$ cat config.mk
export PLATFORM = sky130hd
export DESIGN_NAME = cpu_muldiv
export DESIGN_NICKNAME = d
export VERILOG_FILES = /design/src/rtl/cpu_muldiv_pkg.sv /design/src/rtl/cpu_muldiv_divstep.sv /design/src/rtl/cpu_muldiv.sv
export SDC_FILE = /design/constraint.sdc
export NUM_CORES = 1
export LEC_CHECK = 0
export CAP_MARGIN = 20
export CORE_ASPECT_RATIO = 2
export CORE_UTILIZATION = 45
export DETAILED_ROUTE_END_ITERATION = 10
export GPL_ROUTABILITY_DRIVEN = 0
export SLEW_MARGIN = 20
export SYNTH_ARGS = -nofsm -noshare
export SYNTH_HDL_FRONTEND = slang
export SYNTH_SLANG_ARGS = --single-unit
$ cat constraint.sdc
create_clock -name clk_i -period 4.4 [get_ports clk_i]
set_input_delay 0.88 -clock clk_i [delete_from_list [all_inputs] [get_ports clk_i]]
set_output_delay 0.88 -clock clk_i [all_outputs]
set_load 0.005 [all_outputs]
$ cat src/rtl/cpu_muldiv_pkg.sv
// Shared opcode/state encodings and opcode helpers for the mox125 multiply/divide unit.
package cpu_muldiv_pkg;

  typedef enum logic [2:0] {
    MD_OP_MUL  = 3'd0,
    MD_OP_DIV  = 3'd1,
    MD_OP_UDIV = 3'd2,
    MD_OP_MOD  = 3'd3,
    MD_OP_UMOD = 3'd4
  } md_op_e;

  typedef enum logic [2:0] {
    MD_STATE_IDLE = 3'd0,
    MD_STATE_MUL  = 3'd1,
    MD_STATE_DIV  = 3'd2,
    MD_STATE_FIX  = 3'd3,
    MD_STATE_DONE = 3'd4
  } md_state_e;

  function automatic logic md_is_signed(input logic [2:0] op);
    return (op == MD_OP_DIV) || (op == MD_OP_MOD);
  endfunction

  function automatic logic md_is_rem(input logic [2:0] op);
    return (op == MD_OP_MOD) || (op == MD_OP_UMOD);
  endfunction

endpackage

$ cat src/rtl/cpu_muldiv_divstep.sv
// One restoring-division step: shift in a dividend bit, subtract the divisor if it fits.
module cpu_muldiv_divstep #(
  parameter int WIDTH = 32
) (
  input  logic [WIDTH-1:0] rem,
  input  logic             dividend_bit,
  input  logic [WIDTH-1:0] divisor,
  output logic [WIDTH-1:0] rem_next,
  output logic             q_bit
);

  logic [WIDTH:0] shifted;
  logic [WIDTH:0] trial;

  // The partial remainder is always below the divisor, so the result fits WIDTH bits.
  assign shifted  = {rem, dividend_bit};
  assign trial    = shifted - {1'b0, divisor};
  assign q_bit    = ~trial[WIDTH];
  assign rem_next = q_bit ? trial[WIDTH-1:0] : shifted[WIDTH-1:0];

endmodule

$ cat src/rtl/cpu_muldiv.sv
// Multi-cycle multiply/divide unit beside the execute stage.
// Define MUL_FAST_EN for a single-cycle array multiplier; divide is unaffected.
module cpu_muldiv
  import cpu_muldiv_pkg::*;
#(
  parameter int WIDTH = 32,
  parameter int IDX_W = 4
) (
  input  logic             clk_i,
  input  logic             rst_i,
  input  logic             flush_i,
  input  logic             start_i,
  input  logic [2:0]       op_i,
  input  logic [WIDTH-1:0] a_i,
  input  logic [WIDTH-1:0] b_i,
  input  logic [IDX_W-1:0] write_index_i,
  output logic             busy_o,
  output logic             done_o,
  output logic [WIDTH-1:0] result_o,
  output logic [IDX_W-1:0] write_index_o,
  output logic             div_zero_o
);

  localparam int CNT_W = $clog2(WIDTH);

  md_state_e        state;
  logic [2:0]       op_q;
  logic [CNT_W-1:0] count;
  logic [WIDTH-1:0] a_q;
  logic [WIDTH-1:0] b_q;
  logic [WIDTH-1:0] acc_q;
  logic             neg_q;
  logic             neg_r;

  logic [WIDTH-1:0] a_mag;
  logic [WIDTH-1:0] b_mag;
  logic [WIDTH-1:0] mul_next;
  logic [WIDTH-1:0] quot_fix;
  logic [WIDTH-1:0] rem_fix;
  logic [WIDTH-1:0] rem_next;
  logic             q_bit;

  // Signed divides run on magnitudes; signs are reapplied in FIX.
  assign a_mag    = (md_is_signed(op_i) && a_i[WIDTH-1]) ? -a_i : a_i;
  assign b_mag    = (md_is_signed(op_i) && b_i[WIDTH-1]) ? -b_i : b_i;
  assign mul_next = b_q[0] ? acc_q + a_q : acc_q;
  assign quot_fix = neg_q ? -a_q : a_q;
  assign rem_fix  = neg_r ? -acc_q : acc_q;

  // During DIV, a_q shifts the dividend out of its top and the quotient into its bottom.
  cpu_muldiv_divstep #(.WIDTH(WIDTH)) u_divstep (
    .rem          (acc_q),
    .dividend_bit (a_q[WIDTH-1]),
    .divisor      (b_q),
    .rem_next     (rem_next),
    .q_bit        (q_bit)
  );

  always_ff @(posedge clk_i) begin
    if (rst_i) begin
      state         <= MD_STATE_IDLE;
      op_q          <= '0;
      count         <= '0;
      a_q           <= '0;
      b_q           <= '0;
      acc_q         <= '0;
      neg_q         <= 1'b0;
      neg_r         <= 1'b0;
      busy_o        <= 1'b0;
      done_o        <= 1'b0;
      div_zero_o    <= 1'b0;
      result_o      <= '0;
      write_index_o <= '0;
    end else begin
      done_o     <= 1'b0;
      div_zero_o <= 1'b0;
      if (flush_i && state != MD_STATE_IDLE) begin
        state  <= MD_STATE_IDLE;
        busy_o <= 1'b0;
      end else begin
        case (state)
          MD_STATE_IDLE: begin
            if (start_i && !flush_i) begin
              op_q          <= op_i;
              write_index_o <= write_index_i;
              busy_o        <= 1'b1;
              count         <= CNT_W'(WIDTH - 1);
              acc_q         <= '0;
              if (op_i == MD_OP_MUL) begin
`ifdef MUL_FAST_EN
                result_o <= a_i * b_i;
                done_o   <= 1'b1;
                state    <= MD_STATE_DONE;
`else
                a_q   <= a_i;
                b_q   <= b_i;
                state <= MD_STATE_MUL;
`endif
              end else if (b_i == '0) begin
                result_o   <= md_is_rem(op_i) ? a_i : '1;
                div_zero_o <= 1'b1;
                done_o     <= 1'b1;
                state      <= MD_STATE_DONE;
              end else begin
                a_q   <= a_mag;
                b_q   <= b_mag;
                neg_q <= md_is_signed(op_i) && (a_i[WIDTH-1] ^ b_i[WIDTH-1]);
                neg_r <= md_is_signed(op_i) && a_i[WIDTH-1];
                state <= MD_STATE_DIV;
              end
            end
          end
          MD_STATE_MUL: begin
            acc_q <= mul_next;
            a_q   <= a_q << 1;
            b_q   <= b_q >> 1;
            if (count == '0) begin
              result_o <= mul_next;
              done_o   <= 1'b1;
              state    <= MD_STATE_DONE;
            end else begin
              count <= count - 1'b1;
            end
          end
          MD_STATE_DIV: begin
            acc_q <= rem_next;
            a_q   <= {a_q[WIDTH-2:0], q_bit};
            if (count == '0) begin
              state <= MD_STATE_FIX;
            end else begin
              count <= count - 1'b1;
            end
          end
          MD_STATE_FIX: begin
            result_o <= md_is_rem(op_q) ? rem_fix : quot_fix;
            done_o   <= 1'b1;
            state    <= MD_STATE_DONE;
          end
          MD_STATE_DONE: begin
            busy_o <= 1'b0;
            state  <= MD_STATE_IDLE;
          end
          default: begin
            busy_o <= 1'b0;
            state  <= MD_STATE_IDLE;
          end
        endcase
      end
    end
  end

endmodule

Yosys cells after proc, flatten, opt, wreduce, memory -nomap -nowiden
Index checks and enable logic that the tools add are counted.
{ "classes": {"addsub": 7, "eq_ne": 15, "mux": 39, "bitwise": 7, "reduce_logical": 31} }
{ "op_table": {"columns": ["op", "count"], "rows": [
  ["32-bit two-way mux", 19],
  ["32-bit one-hot mux with 3 select lines", 3],
  ["32-bit negator", 4],
  ["32-bit one-hot mux with 2 select lines", 1],
  ["33-bit by 32-bit subtractor with 33-bit output", 1],
  ["32-bit adder", 1],
  ["32-bit logical NOT", 1],
  ["3-bit two-way mux", 5],
  ["3-bit by 2-bit equality test with 1-bit output (second input constant)", 4],
  ["2-bit inequality test (second input constant)", 6],
  ["3-bit one-hot mux with 4 select lines", 1],
  ["4-bit AND reduction", 3],
  ["5-bit two-way mux", 2],
  ["5-bit one-hot mux with 2 select lines", 1],
  ["3-bit AND reduction", 3],
  ["3-bit nonzero test", 3],
  ["3-bit by 1-bit equality test with 1-bit output (second input constant)", 2],
  ["3-bit equality test (second input constant)", 2],
  ["3-bit logical NOT", 2],
  ["1-bit inverter", 6],
  ["6-bit AND reduction", 1],
  ["3-bit OR reduction", 2],
  ["1-bit logical AND", 5],
  ["5-bit logical NOT", 1],
  ["other kinds (12)", 20]
]} }
{ "totals": {"regBits": 148} }

Longest topological paths before layout
Gate-level depths: netlist (run 1).
{ "depth": {"ltp_word": 8, "ltp_mapped": 13} }

Cells and area by module
A second synthesis (run 1) with hierarchy kept.
{ "unflattened": {"cells_unflattened": 1887, "area_unflattened_um2": 13736.9} }
{ "modules_own_cells": {"columns": ["mod", "instances", "cells_per_inst", "area_each_um2", "seq_area_each_um2"], "rows": [
  ["cpu_muldiv", 1, 1582, 11378.4, 2962.8],
  ["cpu_muldiv_divstep", 1, 305, 2358.5, 0.0]
]} }

Worst setup path after synthesis (run 1)
No wires, ideal clock.
{ "synth_timing": {"path_kind": "input to register", "startpoint": "in b_i[13]", "endpoint": "reg result_o[26]", "setup_time_ns": 0.132, "arrival_time_ns": 3.479, "t_required_ns": 4.268, "setup_slack_ns": 0.790, "stages": 9, "cell_sequence": "or4_4 > or4_4 > or4b_4 > nor2_1 > nand2_1 > o32a_1 > buf_2 > a2111oi_0 > nor3_1"} }
{ "synth_between": {"elab_chain_len": 3} }
{ "synth_lines": {"columns": ["element", "line_no", "text"], "rows": [
  ["from (decl)", "cpu_muldiv.sv:15", "input logic [WIDTH-1:0] b_i,"],
  ["32-bit logical NOT", "cpu_muldiv.sv:99", "end else if (b_i == '0) begin"],
  ["2-bit inequality test (no source line)", null, null],
  ["6-bit AND reduction (no source line)", null, null],
  ["to (signal assigned)", "cpu_muldiv.sv:100", "result_o <= md_is_rem(op_i) ? a_i : '1;"],
  ["to (signal assigned)", "cpu_muldiv.sv:118", "result_o <= mul_next;"],
  ["to (signal assigned)", "cpu_muldiv.sv:135", "result_o <= md_is_rem(op_q) ? rem_fix : quot_fix;"],
  ["to (decl)", "cpu_muldiv.sv:19", "output logic [WIDTH-1:0] result_o,"]
]} }
No other way between the ends.
A chain may end at the register's enable or synchronous reset.

Worst setup path in the final report (run 1)
{ "layout_timing": {"startpoint": "reg a_q[0]", "endpoint": "reg result_o[24]"} }
{ "layout_between": {"elab_chain_len": 4, "word_cells_on_any_way": 7, "cone_classes": "add/sub: 2; mux: 5"} }
{ "layout_lines": {"columns": ["element", "line_no", "text"], "rows": [
  ["from (decl)", "cpu_muldiv.sv:29", "logic [WIDTH-1:0] a_q;"],
  ["from (signal assigned)", "cpu_muldiv.sv:95", "a_q <= a_i;"],
  ["from (signal assigned)", "cpu_muldiv.sv:105", "a_q <= a_mag;"],
  ["from (signal assigned)", "cpu_muldiv.sv:115", "a_q <= a_q << 1;"],
  ["32-bit negator or 32-bit adder (tied branches)", "cpu_muldiv.sv:47, cpu_muldiv.sv:46", null],
  ["32-bit two-way mux, on equally long branches", "cpu_muldiv.sv:47, cpu_muldiv.sv:46", null],
  ["32-bit two-way mux, on equally long branches", "cpu_muldiv.sv:135, cpu_muldiv.sv:117", null],
  ["32-bit one-hot mux with 3 select lines (*)", "cpu_muldiv.sv:81", "case (state)"]
]} }
Every way passes the cells marked *; elsewhere a longest branch is shown, timed or not. The select of a mux whose other input is x is not followed.

==> impl_metrics.py, run 1 <==
metrics = {
    "hold_path": {
        "holdCritPathClass": "reg -> reg",
        "hold_depth": 2,
    },
    "routing": {
        "drc": 0,
        "via_per_inst": 6.11,
        "drtIter0Drc": 793,
        "ant_nets": 0,
        "vias": 14700,
        "wl_per_cell_um": 19.1,
        "wl_um": 46100,
        "dr.pass1.iters": 7,
    },
    "cts": {
        "cts_tree": "yes",
        "clock_latency_ns": 0.46,
        "htreeDepth": 4,
        "ctsHoldBuffers": 0,
        "clockBufferDepth": 2,
        "cts_buffers": 17,
        "ctsResizeCount": 0,
        "cts_setup_buffers": 0,
        "clock_tree.root_cell": "clkbuf_16",
        "clkTransAtPathRegs_ns": 0.07,
        "clkSinkCount": 148,
    },
    "sta": {
        "worst_slew_pin_slew_ns": 1.23,
        "slew_headroom": 0.172,
        "setup_viol": 0,
        "worst_slack_ns": 0.396,
        "period_share": 0.910,
        "skew_ns": 0.0121,
        "period_needed_ns": 4.00,
        "clock.fmax_mhz": 250,
        "slew_violations": 0,
        "rsz0062_at_grt": "no",
        "hold_viol_final": 0,
    },
    "logic_synthesis": {
        "syn_area_sq_mm": 0.0139,
        "seq_area_frac_synth": 0.214,
        "yosysTopAreaCell": "dfxtp_1",
        "synth_top_area_frac": 0.214,
        "netlist_instances": 1972,
        "ys_types": 76,
        "synth_commonest_cells": "265 x nor2_1, 188 x a21oi_1, 182 x nand2_1, 148 x dfxtp_1, 127 x o21ai_0",
        "async_reset_ff_frac": 0,
        "synth.area.top_cells": "dfxtp_1 21%, nor2_1 7.2%, a21oi_1 6.8%",
        "synth.most_common_cell": "nor2_1",
        "synth_edf_count": 0,
        "syn_area_per_cell_sq_um": 7.03,
        "syn-num-nets": 2117,
        "synth-seq-cells": 148,
        "synth_ff_type": "dfxtp_1",
        "yosys_warnings": 0,
    },
    "run_status": {
        "outcome": "finished, final reports clean",
    },
    "grt": {
        "grt_max_degree": 83,
        "grtUsageTotal": 0.296,
        "antenna_found_initial": 0,
        "grt_pass1_vias": 14000,
        "grt.overflow.total": 0,
        "grt_first_pass_wirelength_um": 73900,
    },
    "job": {
        "max-cap-violations": 0,
    },
    "placement": {
        "hpwl_um": 36200,
        "place_inst": 2378,
        "io_buffers": 113,
        "post-place-ws_ns": -0.123,
    },
    "critical_path": {
        "reg2reg_depth": 12,
        "crit_arrival_ns": 4.30,
        "crit_type": "reg -> reg",
        "cp-start-kind": "register",
        "endpoint_kind": "register",
        "worst-path-max-fanout": 6,
        "worstPathRequired_ns": 4.69,
    },
    "floorplan": {
        "die-area_sq_mm": 0.0316,
        "die_h_um": 250,
        "initial_utilization": 0.458,
        "row_count": 90,
        "core_sq_mm": 0.0303,
        "dieWidth_um": 126,
        "boundaryPins": 114,
    },
    "finish": {
        "drive_above_1_share": 0.0627,
        "final_net_count": 2174,
        "n_antenna_cell": 0,
        "final_cell_count_no_fill": 2410,
        "area.growth.synth_to_final_pct": 16.1,
    },
    "power": {
        "powerDensity_mw_per_mm2": 320,
        "ir_drop_uv": 307,
        "leakagePower_nw": 6.05,
    },
}
[logic make-up after synthesis]
group,count (synthesis),synth area share
compound gates,642,0.302
flops,148,0.214
simple gates,719,0.239
xor+xnor,158,0.0998
fa+ha+maj,70,0.0642
mux,34,0.0258
buf+inv,201,0.0558
[report_power, final]
part	leakage, nW	internal (mW)	switching (mW)
sequential	1.21	1.43	0.151
clock	0.264	0.789	0.665
combinational	4.58	0.883	1.23
total	6.05	3.10	2.05
[layout make-up]
type | instances | area, sq um
clock buffers | 17 | 425
repair buffers | 173 | 1680
fillers | 3038 | 14200
clock inverters | 15 | 146
well taps | 368 | 460
multi-input cells | 1623 | 10200
inverters | 66 | 248
flip-flops and latches | 148 | 2960
[cells in the final DEF (no fill, tap or decap), types with 66 or more instances in the layout]
cell type | Yosys | routed
nor3_1 | 74 | 74
nor2_1 | 265 | 263
o21ai_0 | 127 | 127
clkdlybuf4s50_1 | 0 | 112
dfxtp_1 | 148 | 148
a21oi_1 | 188 | 186
nand2_1 | 182 | 182
xor2_1 | 82 | 82
ha_1 | 68 | 68
inv_1 | 66 | 66
xnor2_1 | 76 | 76
[metrics by stage]
step	TNS (ns)	hold slack, ns	power (mW)	utilization	area (sq um)
global placement	-0.117	0.444	3.67	0.513	15500
floorplan	0	0.448	3.08	-	13900
detailed placement	-0.164	0.447	3.70	0.513	15500
CTS	0	0.457	5.15	0.532	16100
global route	0	0.472	5.46	0.532	16100
finish	0	0.454	5.15	0.532	16100
[final timing paths]
kind,from,end,slack (ns)
worst max-delay path,a_q[0],result_o[24],0.40
worst min-delay path,write_index_o[2],write_index_o[2],0.45
worst max register to register,a_q[0],result_o[24],0.40
worst min register to register,write_index_o[2],write_index_o[2],0.45
[layer usage]
layer / part of all wire / track usage / wire length (um) / vias to the layer above
met5: 0 / 0 / 0 / -
met4: 0.051 / 0.173 / 2340 / 0
met3: 0.040 / 0.0303 / 1820 / 116
met2: 0.52 / 0.543 / 24000 / 450
met1: 0.39 / 0.325 / 17900 / 6874
li1: - / - / - / 7286
[critical path: stages (launching register included)]
cell	delay [ns]
dfxtp_1	0.49
ha_1	0.26
inv_1	0.07
fa_1	0.40
nand2b_1	0.19
a21oi_1	0.23
o21ai_0	0.24
a21boi_0	0.63
o22ai_1	0.28
xnor2_1	0.26
o22ai_1	0.18
o21ai_0	0.47
a21oi_1	0.14
[registers in the layout (all words and copies together), names as in the netlist]
signal / cells
neg_r: 1
b_q: 32
neg_q: 1
write_index_o: 4
state: 3
count: 5
div_zero_o: 1
busy_o: 1
a_q: 32
done_o: 1
result_o: 32
op_q: 3
acc_q: 32
Note: power is estimated with default switching activity, not from simulation.
==> run 2, diff against run 1 <==
--- a/config.mk
+++ b/config.mk
@@ -10,6 +10,7 @@
 export CORE_UTILIZATION = 45
 export DETAILED_ROUTE_END_ITERATION = 10
 export GPL_ROUTABILITY_DRIVEN = 0
+export SKIP_CTS_REPAIR_TIMING = 1
 export SLEW_MARGIN = 20
 export SYNTH_ARGS = -nofsm -noshare
 export SYNTH_HDL_FRONTEND = slang
==> results of run 2 <==
Same layout as run 1: the final DEF is identical, and so are final timing and power.
